$ cat src/rtl/morra_cinese_param.sv
// rtl/morra_cinese_param.sv - parametrised rock-paper-scissors match referee
// Scores manches between two players, tracks running scores and declares the match result.
module morra_cinese_param #(
  parameter int MAX_BASE   = 4,
  parameter int CFG_W      = 4,
  parameter int MIN_MANCHE = 4,
  parameter int LEAD_WIN   = 2,
  parameter int NO_REPEAT  = 1,
  parameter int CNT_W      = $clog2(MAX_BASE + 2**CFG_W) + 1
) (
  input  logic             clk,
  input  logic             reset_n,
  input  logic             start,
  input  logic [CFG_W-1:0] cfg_max,
  input  logic             valid,
  input  logic [1:0]       primo,
  input  logic [1:0]       secondo,
  output logic [1:0]       manche,
  output logic             manche_vld,
  output logic [1:0]       partita,
  output logic [CNT_W-1:0] punti1,
  output logic [CNT_W-1:0] punti2,
  output logic [CNT_W-1:0] n_manche
);

  typedef enum logic [1:0] {IDLE, PLAY, DONE} state_t;

  localparam logic [CNT_W-1:0] MIN_C  = CNT_W'(MIN_MANCHE);
  localparam logic [CNT_W-1:0] LEAD_C = CNT_W'(LEAD_WIN);
  localparam logic [CNT_W-1:0] BASE_C = CNT_W'(MAX_BASE);

  state_t           state, state_nx;
  logic [CNT_W-1:0] max_q, max_nx;
  logic [CNT_W-1:0] p1_q, p1_nx, p2_q, p2_nx, n_q, n_nx;
  logic [1:0]       manche_q, manche_nx, partita_q, partita_nx;
  logic             vld_q, vld_nx;
  logic [1:0]       last_win_q, last_win_nx, last_move_q, last_move_nx;
  logic [CNT_W-1:0] lead;
  logic [1:0]       leader;
  logic             foul;

  function automatic logic beats(input logic [1:0] a, input logic [1:0] b);
    return (a == 2'b01 && b == 2'b11) || (a == 2'b11 && b == 2'b10) ||
           (a == 2'b10 && b == 2'b01);
  endfunction

  always_ff @(posedge clk or negedge reset_n) begin
    if (!reset_n) begin
      state       <= IDLE;
      max_q       <= '0;
      p1_q        <= '0;
      p2_q        <= '0;
      n_q         <= '0;
      manche_q    <= 2'b00;
      partita_q   <= 2'b00;
      vld_q       <= 1'b0;
      last_win_q  <= 2'b00;
      last_move_q <= 2'b00;
    end else begin
      state       <= state_nx;
      max_q       <= max_nx;
      p1_q        <= p1_nx;
      p2_q        <= p2_nx;
      n_q         <= n_nx;
      manche_q    <= manche_nx;
      partita_q   <= partita_nx;
      vld_q       <= vld_nx;
      last_win_q  <= last_win_nx;
      last_move_q <= last_move_nx;
    end
  end

  // The last winner may not replay the move that won the previous manche.
  assign foul = (NO_REPEAT != 0) &&
                ((last_win_q == 2'b01 && primo == last_move_q) ||
                 (last_win_q == 2'b10 && secondo == last_move_q));

  always_comb begin
    state_nx     = state;
    max_nx       = max_q;
    p1_nx        = p1_q;
    p2_nx        = p2_q;
    n_nx         = n_q;
    manche_nx    = manche_q;
    partita_nx   = partita_q;
    vld_nx       = 1'b0;
    last_win_nx  = last_win_q;
    last_move_nx = last_move_q;
    lead         = '0;
    leader       = 2'b11;

    if (start) begin
      max_nx       = BASE_C + CNT_W'(cfg_max);
      p1_nx        = '0;
      p2_nx        = '0;
      n_nx         = '0;
      manche_nx    = 2'b00;
      partita_nx   = 2'b00;
      last_win_nx  = 2'b00;
      last_move_nx = 2'b00;
      state_nx     = PLAY;
    end else if (valid && state == PLAY) begin
      vld_nx = 1'b1;
      if (primo == 2'b00 || secondo == 2'b00 || foul) begin
        manche_nx = 2'b00;
      end else begin
        n_nx = n_q + 1'b1;
        if (primo == secondo) begin
          manche_nx   = 2'b11;
          last_win_nx = 2'b00;
        end else if (beats(primo, secondo)) begin
          manche_nx    = 2'b01;
          p1_nx        = p1_q + 1'b1;
          last_win_nx  = 2'b01;
          last_move_nx = primo;
        end else begin
          manche_nx    = 2'b10;
          p2_nx        = p2_q + 1'b1;
          last_win_nx  = 2'b10;
          last_move_nx = secondo;
        end

        // End check uses the post-manche scores; the early lead takes priority.
        lead   = (p1_nx >= p2_nx) ? (p1_nx - p2_nx) : (p2_nx - p1_nx);
        leader = (p1_nx > p2_nx) ? 2'b01 : (p2_nx > p1_nx) ? 2'b10 : 2'b11;
        if (n_nx >= MIN_C && lead >= LEAD_C) begin
          partita_nx = leader;
          state_nx   = DONE;
        end else if (n_nx == max_q) begin
          partita_nx = leader;
          state_nx   = DONE;
        end
      end
    end
  end

  assign manche     = manche_q;
  assign manche_vld = vld_q;
  assign partita    = partita_q;
  assign punti1     = p1_q;
  assign punti2     = p2_q;
  assign n_manche   = n_q;

endmodule
$ cat config.mk
export PLATFORM = sky130hd
export DESIGN_NAME = morra_cinese_param
export DESIGN_NICKNAME = d
export VERILOG_FILES = /design/src/rtl/morra_cinese_param.sv
export SDC_FILE = /design/constraint.sdc
export NUM_CORES = 1
export LEC_CHECK = 0
export CORE_MARGIN = 1.5
export CORE_UTILIZATION = 55
export DETAILED_ROUTE_END_ITERATION = 8
export PLACE_DENSITY = 0.89
export SLEW_MARGIN = 20
export SYNTH_ARGS = -nofsm -noshare
export SYNTH_HDL_FRONTEND = slang
export SYNTH_SLANG_ARGS = --single-unit
export TNS_END_PERCENT = 20
$ cat constraint.sdc
create_clock -name clk -period 3.97 [get_ports clk]
set_input_delay 0.794 -clock clk [delete_from_list [all_inputs] [get_ports clk]]
set_output_delay 0.794 -clock clk [all_outputs]
set_load 0.05 [all_outputs]
# [Word-level counts from Yosys, hierarchy flattened]
# Cells that the tools add are included.
[classes] add_sub_neg=6 n_lt_le_gt_ge=5 eq_ne=15 muxes=48 reduce_logical=19
[ops] cell="$mux W6" count=20
[ops] cell="$mux W2" count=25
[ops] cell="$add A6 B1 Y6 const B" count=3
[ops] cell="$gt A6 B6 Y1" count=2
[ops] cell="$sub A6 B6 Y6" count=2
[ops] cell="$eq A2 B2 Y1 const B" count=5
[ops] cell="$eq A2 B1 Y1 const B" count=4
[ops] cell="$logic_and A1 B1 Y1" count=7
[ops] cell="$eq A2 B2 Y1" count=3
[ops] cell="$eq A6 B6 Y1" count=1
[ops] cell="$ge A6 B2 Y1 const B" count=1
[ops] cell="$ge A6 B3 Y1 const B" count=1
[ops] cell="$ge A6 B6 Y1" count=1
[ops] cell="$reduce_and A3 Y1" count=2
[ops] cell="$add A3 B4 Y5 const A" count=1
[ops] cell="$logic_or A1 B1 Y1" count=5
[ops] cell="$logic_not A2 Y1" count=2
[ops] cell="$ne A2 B2 Y1 const B" count=2
[ops] cell="$mux W1" count=3
[ops] cell="$reduce_bool A3 Y1" count=1
[ops] cell="$reduce_and A2 Y1" count=1
[ops] cell="$reduce_bool A2 Y1" count=1
[totals] ff_bits=35 inputBits=12 out_inout_bits=23

# [Longest topological paths before layout]
# Gate-level depths: netlist of the first run.
[logic_depth] ltp_word=17 ltp_mapped=20 ltp_nobuf=18

# [Least setup slack after synthesis of the first run]
# Ideal clock, no wire load.
[synth_timing] kind="input to register" from="in primo[0]" to="reg state[0]" setup_time_ns=0.118 arrival_time_ns=4.480 required_ns=3.852 slack_ns=-0.628 stages=18 path_buffers=3 path_cell_list="buf_4 -> nor2b_1 -> mux2_4 -> or2_2 -> clkbuf_1 -> nand4_1 -> xor2_1 -> ha_1 -> nand2_1 -> o21ai_0 -> o41ai_1 -> o31a_1 -> buf_6 -> mux2i_1 -> xnor2_1 -> nor4_4 -> a21o_2 -> a21o_1"
[synth_via] elab_chain_len=17
[synth_rtl] item="start, declared" line="16" rtl="input logic [1:0] primo,"
[synth_rtl] item="$eq A2 B1 Y1 or $eq A2 B2 Y1 (tied branches)" line="43" rtl="return (a == 2'b01 && b == 2'b11) || (a == 2'b11 && b == 2'b10) ||"
[synth_rtl] item="$logic_and A1 B1 Y1" line="43"
[synth_rtl] item="$logic_or A1 B1 Y1 (2 in a row)" line="43"
[synth_rtl] item="$mux W6" line="111" rtl="end else if (beats(primo, secondo)) begin"
[synth_rtl] item="$mux W6" line="108" rtl="if (primo == secondo) begin"
[synth_rtl] item="$mux W6" line="104" rtl="if (primo == 2'b00 || secondo == 2'b00 || foul) begin"
[synth_rtl] item="$mux W6" line="102" rtl="end else if (valid && state == PLAY) begin"
[synth_rtl] item="$mux W6" line="92" rtl="if (start) begin"
[synth_rtl] item="$sub A6 B6 Y6 or $ge A6 B6 Y1 (tied branches)" line="124" rtl="lead = (p1_nx >= p2_nx) ? (p1_nx - p2_nx) : (p2_nx - p1_nx);"
[synth_rtl] item="$mux W6" line="124"
[synth_rtl] item="$ge A6 B2 Y1" line="126" rtl="if (n_nx >= MIN_C && lead >= LEAD_C) begin"
[synth_rtl] item="$logic_and A1 B1 Y1" line="126"
[synth_rtl] item="$mux W2" line="126"
[synth_rtl] item="$mux W2" line="104"
[synth_rtl] item="$mux W2" line="102"
[synth_rtl] item="$mux W2" line="92"
[synth_rtl] item="end signal, assigned" line="60" rtl="state <= state_nx;"
[synth_rtl] item="end, declared" line="32" rtl="state_t state, state_nx;"
# Several ways; a longest one is shown, not always the timed one. The select of a mux whose other input is x is not followed.
# A chain may end at the register's enable or synchronous reset.

# [Final worst setup path of the first run]
[layout_timing] from="in primo[0]" to="reg partita_q[1] (netlist: partita[1])"
[layout_via] elab_chain_len=17
[layout_rtl] item="$eq A2 B1 Y1 or $eq A2 B2 Y1 (tied branches)" line="43"
[layout_rtl] item="$logic_and A1 B1 Y1" line="43"
[layout_rtl] item="$logic_or A1 B1 Y1 (2 in a row)" line="43"
[layout_rtl] item="$mux W6" line="111"
[layout_rtl] item="$mux W6" line="108"
[layout_rtl] item="$mux W6" line="104"
[layout_rtl] item="$mux W6" line="102"
[layout_rtl] item="$mux W6" line="92"
[layout_rtl] item="$sub A6 B6 Y6 or $ge A6 B6 Y1 (tied branches)" line="124"
[layout_rtl] item="$mux W6" line="124"
[layout_rtl] item="$ge A6 B2 Y1" line="126"
[layout_rtl] item="$logic_and A1 B1 Y1" line="126"
[layout_rtl] item="$mux W2" line="126"
[layout_rtl] item="$mux W2" line="104"
[layout_rtl] item="$mux W2" line="102"
[layout_rtl] item="$mux W2" line="92"
[layout_rtl] item="end signal, assigned" line="66" rtl="partita_q <= partita_nx;"
[layout_rtl] item="end, declared" line="35" rtl="logic [1:0] manche_q, manche_nx, partita_q, partita_nx;"
# Several ways; a longest one is shown, not always the timed one. The select of a mux whose other input is x is not followed.

==> impl_table.tex, run 1 <==
\begin{tabular}{lr}
\hline
Metric & Value \\
\hline
\multicolumn{2}{l}{\textbf{Synthesis}} \\
Post-synthesis instance area & 2710 µm² \\
Net count after synthesis & 352 \\
Warning count from the yosys run & 0 \\
Seq/Total Area, Yosys & 0.314 \\
Synthesized area per cell & between 8 and 9 µm² \\
Fraction of synthesis flops using an asynchronous set or reset pin & 1.00 \\
Number of distinct library cell variants in the gate-level netlist after synthesis & 54 \\
Count of flip-flops with a built-in enable after synthesis & 0 \\
Mapped Cells & 323 \\
Most common flop cell mapped by yosys & dfrtp\_1 \\
\#FFs+latches synth & 34 \\
\multicolumn{2}{l}{\textbf{Setup path}} \\
Largest stage delay, worst path & 0.48 ns \\
Slowest-stage cell, CP & o41a\_1 \\
Kind of launch point of the worst setup path & primary input \\
Biggest fanout along the worst timing path & 5 \\
Critical Setup Path Class & in -> reg \\
Kind of end point of the critical path & flip-flop \\
Critical path data required time & just over 4 ns \\
Arrival @ worst endpoint & between 4 and 5 ns \\
Critical-path cell list & buf\_6 -> nor2b\_4 -> mux2\_4 -> or2\_4 -> nand2\_1 -> xor2\_1 -> ha\_1 -> nand2\_4 -> o21ai\_4 -> o41a\_1 -> nor2\_2 -> o21ai\_1 -> a221o\_1 -> nor4\_4 -> a21o\_2 -> a211oi\_2 \\
Register-to-Register Setup Slack & 0.01 ns \\
\multicolumn{2}{l}{\textbf{STA}} \\
Actual slew at the worst max-slew pin & a little under 0.7 ns \\
Crit path setup slack, layout & -0.371 ns \\
Hold\_ws & around 0.53 ns \\
Count of endpoints failing setup in the final report & 4 \\
Number of hold violations in the final report & 0 \\
Worst slew margin relative to its limit & 0.538 \\
Final period demand of the worst path & $\sim$4.3 ns \\
Fmax & between 0.2 and 0.25 GHz \\
Part of the cycle the worst path needs & 1.09 \\
RSZ-0062 raised after global routing & true \\
Clk\_skew & about 0.0067 ns \\
Fin. max-slew vios & 0 \\
\multicolumn{2}{l}{\textbf{Place}} \\
Placer Congestion & about 0.99 \\
Placed instance count & roughly 460 \\
Total half-perimeter wirelength after legalization and detailed placement & around 5400 µm \\
Area after detailed placement & $\sim$3500 µm² \\
Quantity of I/O buffers inserted on ports & 34 \\
\multicolumn{2}{l}{\textbf{Detailed routing}} \\
Post-route DRC violation count & 0 \\
Number of DRC markers in iteration 0 & between 200 and 300 \\
Detailed-route wire length & between 9000 and 10000 µm \\
TritonRoute pass-1 iters & 6 \\
Final routed wire length divided by cell count & $\sim$20 µm \\
Via density & 6.29 \\
Remaining number of nets flagged by the antenna check after routing & 0 \\
Via total after detailed routing & approximately 3000 \\
\multicolumn{2}{l}{\textbf{CTS}} \\
Depth of the CTS H-tree & 2 \\
TritonCTS clock tree & done \\
Clk root buf & clkbuf\_8 \\
Register clock-pin slew on the reported worst setup and hold paths & $\sim$0.07 ns \\
Latest clock arrival within the worst-skew pair & approximately 0.29 ns \\
Number of buffers created by CTS & 5 \\
Number of clock sinks & 34 \\
Worst-case clock buffer depth & 2 \\
Number of buffers inserted for hold repair after clock tree synthesis & 0 \\
\multicolumn{2}{l}{\textbf{Cells and area}} \\
Core Util, Final & 0.846 \\
Number of standard cells in the final layout excluding fillers & about 480 \\
Cell area after layout & 3990 µm² \\
Number of inserted filler cells in the final layout & 240 \\
Total Nets Final & 442 \\
Number of antenna repair diodes & 0 \\
Share of final-layout standard cells stronger than drive strength 1 & 0.319 \\
Synthesis-to-layout area growth & 47.2\% \\
Sequential cell area & between 800 and 900 µm² \\
Area of combinational cells with multiple inputs & 1980 µm² \\
\multicolumn{2}{l}{\textbf{Die}} \\
Rows & 25 \\
Top-Level Pins & 35 \\
Initial Utilization & 0.575 \\
Core box area & roughly 4700 µm² \\
Vertical extent of the die & between 70 and 80 µm \\
Die Area & 5360 µm² \\
Chip width & between 70 and 80 µm \\
\multicolumn{2}{l}{\textbf{Pwr}} \\
Internal Dissipation & 888 µW \\
Worst IR drop on VDD & 0.356 mV \\
Clock power share & 0.297 \\
Sw Pwr & approximately 450 µW \\
Sum of internal, switching and leakage power & roughly 1300 µW \\
Switching Fraction & 0.337 \\
Gate power share & 0.416 \\
Leakage & about 0.0018 µW \\
Proportion of power drawn by flip-flops and latches & 0.287 \\
Cell area power density & between 300 and 400 nW/µm² \\
\multicolumn{2}{l}{\textbf{Global routing}} \\
Wire length of the first global-routing pass & 13500 µm \\
Via count of the first global-routing pass & 2903 \\
Overall Global Routing Usage & 0.332 \\
Global route overflow & 0 \\
Pin count of the biggest net entering global routing & 35 \\
Number of antenna violations at the first check in global routing & 0 \\
\multicolumn{2}{l}{\textbf{Outcome}} \\
Violated checks & setup timing \\
Run status & finished, violations left \\
\multicolumn{2}{l}{\textbf{Worst hold path}} \\
Worst Hold Class & reg -> reg \\
\multicolumn{2}{l}{\textbf{Job}} \\
Number of maximum-capacitance constraint violations & 0 \\
\hline
\end{tabular}
-- layer usage --
metal,track usage,share of wire,vias to the layer above
met5,0,0,-
met4,0.229,0.068,0
met3,0.0704,0.073,67
met2,0.556,0.49,213
met1,0.376,0.37,1440
li1,-,-,1306
-- worst max-delay path: cells and delay by family --
family,cells,cell delay (ns)
multiplexers,1,0.33
adder cells (fa/ha/maj),1,0.33
AO/OA/AOI/OAI,6,1.39
buffers and inverters,1,0.11
AND/OR/NAND/NOR,6,1.29
XOR/XNOR,1,0.25
-- power groups by stage --
stage                     sequential, µW  clock, µW  combinational, µW
after global placement               387          0                404
after CTS                            382        403                466
final                                384        398                557
after floorplan                      411          0                256
after detailed placement             389          0                420
after global routing                 386        418                583
-- layout by cell type (no fill, tap or decap), types with 4 or more instances in the layout --
cell type,count
o31ai_1,5
nor2b_1,4
xnor2_1,5
mux2_2,4
nor3_1,5
nand2_1,22
ha_1,12
dfrtp_1,34
buf_4,59
nand4_1,7
o21bai_1,5
a21oi_2,4
and2_1,4
or3_1,6
clkdlybuf4s50_1,30
nor2_1,27
xnor2_2,4
nand3_1,9
xor2_2,5
inv_1,23
xor2_1,15
a21oi_1,25
clkbuf_8,6
o21ai_0,11
buf_6,9
-- through the flow --
stage                     TNS, ns  setup slack, ns
after floorplan            -0.842           -0.214
after global placement      -2.84           -0.725
after detailed placement    -3.66           -0.935
after CTS                       0          0.00196
after global routing        -1.73           -0.459
final                       -1.37           -0.371
-- cell families after synthesis --
family,count (synthesis),share of synthesized area
AO/OA/AOI/OAI,77,0.188
XOR/XNOR,29,0.0936
adder cells (fa/ha/maj),17,0.0784
flip-flops,34,0.314
buffers and inverters,40,0.0604
AND/OR/NAND/NOR,114,0.219
multiplexers,12,0.0479
-- cells in the mapped netlist, drive strengths merged, types with 3 or more instances --
cell type	number	area (µm²)
mux2i	7	70.1
nand4	7	43.8
buf	4	28.8
nor2	31	116
and2	5	31.3
mux2	5	60.1
a21oi	30	150
nor2b	6	37.5
o21bai	5	37.5
xnor2	9	78.8
nor4	3	40.0
clkbuf	12	45.0
nand2b	3	18.8
o41ai	3	26.3
or3	6	37.5
and3	4	25.0
inv	24	90.1
ha	17	213
o31ai	5	37.5
xor2	20	175
nand2	25	93.8
nand3	9	45.0
o21ai	15	75.1
nor3	5	25.0
dfrtp	34	851
-- flip-flops by register name, indices dropped and copies added, names as in the netlist --
name         cells
last_win_q       2
last_move_q      2
max_q            5
partita          2
manche           2
n_manche         6
state            2
punti1           6
punti2           6
manche_vld       1
-- layout make-up --
class | instances | share of cell area
sequential | 34 | 0.213
inverter | 24 | 0.0226
multi-input combinational | 249 | 0.495
clock inverter | 2 | 0.0150
clock buffer | 6 | 0.0207
timing repair buffer | 99 | 0.213
tap | 67 | 0.0210
-- final timing paths --
kind / start / to / depth (start not counted)
max: primo[0] / partita[1] / 16
min: manche[1] / manche[1] / 2
max reg2reg: punti1[1] / partita[1] / 14
min reg2reg: manche[1] / manche[1] / 2
max in group asynchronous: reset_n / punti1[0] / 2
min in group asynchronous: reset_n / punti1[5] / 2
-- repair_timing --
item,CTS,global route
buffers inserted,15,2
resized for setup,46,31
endpoints found under the setup margin,4,4
pin swaps,21,16
Power figures use the tool's default switching activity.
==> inputs of run 2 (changes only) <==
- MAX_ROUTING_LAYER: not set -> met4
==> run 2 against run 1 <==
Compared with the run above:
- the run still ends with setup timing left
- via count rose by 5.6%
- clock skew is 0.0039 ns higher
- die area unchanged
- combinational power increased by 7.7%
- sequential cell count unchanged
- worst hold slack lost 0.018 ns
- first-iteration DRC count increased by 21%
- largest cell class unchanged
- largest power group unchanged
- highest routed layer unchanged
==> impl_table.tex, run 2 (synthesized netlist as in run 1, its figures left out) <==
\begin{tabular}{lr}
\hline
Metric & Value \\
\hline
\multicolumn{2}{l}{\textbf{CTS}} \\
Register clock-pin slew on the reported worst setup and hold paths & $\sim$0.070 ns \\
Depth of the CTS H-tree & 2 \\
Number of clock sinks & 34 \\
Latest clock arrival within the worst-skew pair & $\sim$0.29 ns \\
Worst-case clock buffer depth & 2 \\
Number of buffers inserted for hold repair after clock tree synthesis & 0 \\
Number of buffers created by CTS & 5 \\
TritonCTS clock tree & done \\
Clk root buf & clkbuf\_8 \\
\multicolumn{2}{l}{\textbf{Detailed routing}} \\
Via density & 6.48 \\
TritonRoute pass-1 iters & 5 \\
Post-route DRC violation count & 0 \\
Number of DRC markers in iteration 0 & approximately 320 \\
Detailed-route wire length & between 10000 and 15000 µm \\
Remaining number of nets flagged by the antenna check after routing & 0 \\
Final routed wire length divided by cell count & between 20 and 25 µm \\
Via total after detailed routing & between 3000 and 4000 \\
\multicolumn{2}{l}{\textbf{STA}} \\
Fin. max-slew vios & 0 \\
Number of hold violations in the final report & 0 \\
RSZ-0062 raised after global routing & true \\
Part of the cycle the worst path needs & 1.07 \\
Actual slew at the worst max-slew pin & $\sim$0.67 ns \\
Worst slew margin relative to its limit & 0.555 \\
Final period demand of the worst path & between 4 and 5 ns \\
Count of endpoints failing setup in the final report & 4 \\
Fmax & about 0.24 GHz \\
Clk\_skew & around 0.011 ns \\
Crit path setup slack, layout & -0.274 ns \\
Final sum of negative setup slack & -0.935 ns \\
\multicolumn{2}{l}{\textbf{Global routing}} \\
Layer carrying the most global-route usage & met2 \\
Via count of the first global-routing pass & 2920 \\
Wire length of the first global-routing pass & 14000 µm \\
Pin count of the biggest net entering global routing & 35 \\
Global route overflow & 0 \\
Met2 track demand over resource & 0.616 \\
Number of antenna violations at the first check in global routing & 0 \\
Overall Global Routing Usage & 0.358 \\
Met1 layer usage reported by global route & 0.391 \\
Met3 Usage GRT & 0.0635 \\
\multicolumn{2}{l}{\textbf{Pwr}} \\
Leakage & about 0.0018 µW \\
Worst IR drop on VDD & $\sim$0.28 mV \\
Sum of internal, switching and leakage power & 1230 µW \\
Cell area power density & $\sim$300 nW/µm² \\
\multicolumn{2}{l}{\textbf{Job}} \\
Number of maximum-capacitance constraint violations & 0 \\
\multicolumn{2}{l}{\textbf{Die}} \\
Initial Utilization & 0.575 \\
Rows & 25 \\
Vertical extent of the die & $\sim$73 µm \\
Top-Level Pins & 35 \\
Chip width & around 73 µm \\
Core box area & 4720 µm² \\
Die Area & 5360 µm² \\
\multicolumn{2}{l}{\textbf{Worst hold path}} \\
Startpoint of the lowest-slack hold path & state[0] \\
Worst Hold Class & reg -> reg \\
\multicolumn{2}{l}{\textbf{Setup path}} \\
Source of the worst register-to-register timing path & punti1[0] \\
Largest stage delay, worst path & roughly 0.37 ns \\
Kind of end point of the critical path & flip-flop \\
Biggest fanout along the worst timing path & 4 \\
Cell repeated most along the worst path & buf\_4 \\
Launching element of the worst setup path & primo[0] \\
Critical Setup Path Class & in -> reg \\
Arrival @ worst endpoint & between 4 and 5 ns \\
Critical-path cell list & buf\_8 -> buf\_6 -> a21oi\_2 -> o31a\_1 -> or2\_4 -> buf\_4 -> nand4\_1 -> xnor2\_2 -> buf\_4 -> ha\_4 -> nor3\_1 -> nor2\_2 -> o41a\_1 -> buf\_4 -> or3\_4 -> nand4\_1 -> o211ai\_2 -> xnor2\_2 -> a21o\_2 -> a211oi\_2 \\
Critical path data required time & about 4.2 ns \\
Slowest-stage cell, CP & or3\_4 \\
Kind of launch point of the worst setup path & primary input \\
\multicolumn{2}{l}{\textbf{Place}} \\
Total half-perimeter wirelength after legalization and detailed placement & $\sim$5400 µm \\
Placer Congestion & between 0.9 and 1 \\
Quantity of I/O buffers inserted on ports & 34 \\
\multicolumn{2}{l}{\textbf{Cells and area}} \\
Share of final-layout standard cells stronger than drive strength 1 & 0.352 \\
Area of combinational cells with multiple inputs & between 2000 and 2500 µm² \\
Most common cell after layout, fill and taps aside & buf\_4 \\
Commonest cells after routing, fill and taps aside & 70 x buf\_4, 34 x dfrtp\_1, 30 x clkdlybuf4s50\_1 \\
Number of inserted filler cells in the final layout & about 220 \\
Sequential cell area & 851 µm² \\
Synthesis-to-layout area growth & 51.1\% \\
Number of antenna repair diodes & 0 \\
Total Nets Final & 455 \\
\multicolumn{2}{l}{\textbf{Outcome}} \\
Run status & finished, violations left \\
Violated checks & setup timing \\
\hline
\end{tabular}
[run 2: cell count changes in the layout (fill, tap and decap cells not counted), sizes merged]
| cell | change |
|---|---|
| buf | +13 |
| bufinv | -2 |
| clkbuf | +1 |
[run 2: critical path, delay by kind of cell]
family,cells,cell delay [ns]
buffers and inverters,5,0.67
adders and majority gates,1,0.21
and+or+nand+nor,6,1.12
xor gates and xnor gates,2,0.48
AOI/OAI and AO/OA,6,1.15
[run 2: final timing paths]
| path | endpoint | slack (ns) | depth (start not counted) |
|---|---|---|---|
| worst max-delay path | partita[0] | -0.27 | 20 |
| worst min-delay path | state[0] | 0.51 | 1 |
| worst min register to register | state[0] | 0.51 | 1 |
| max in group asynchronous | last_move_q[0] | 2.75 | 2 |
| worst max register to register | partita[0] | 0.09 | 15 |
| min in group asynchronous | max_q[3] | 0.91 | 2 |
[run 2: area by class of cell]
| class | count | area share |
|---|---|---|
| multi-input cells | 249 | 0.497 |
| repair buffers | 112 | 0.234 |
| flip-flops and latches | 34 | 0.207 |
| inverters | 24 | 0.0226 |
| well taps | 67 | 0.0204 |
| clock buffers | 7 | 0.0186 |
[run 2: per-layer routing]
layer,vias to the layer above,wire length [µm],part of all wire
met5,-,0,0
met4,0,737,0.071
met3,74,833,0.080
met2,261,5170,0.50
met1,1534,3650,0.35
li1,1327,-,-
[run 2: timing repair]
item                                    4_1_cts  5_1_grt
endpoints found under the setup margin        4        4
gates resized for setup                      57       36
setup buffers                                20       11
pin swaps                                    16       27
endpoints found under the hold margin         0        0
[run 2: stage by stage]
stage                     std cells  setup slack (ns)  instance area (µm²)  hold slack (ns)   util
after global routing            493            -0.430                 4100            0.540  0.868
after global placement          456            -0.804                 3460            0.479  0.732
after floorplan                 323            -0.214                 2760            0.455      -
after detailed placement        456            -0.894                 3460            0.490  0.732
after CTS                       483           -0.0951                 3850            0.505  0.816
final                           493            -0.274                 4100            0.514  0.868
[run 2: power by group]
part | internal, µW | switching (µW) | leakage [µW] | total [µW]
Sequential | 364 | 20.5 | 0.000453 | 384
Clock | 121 | 121 | 0.0000383 | 242
Combinational | 287 | 314 | 0.00133 | 600
Total | 771 | 455 | 0.00183 | 1230
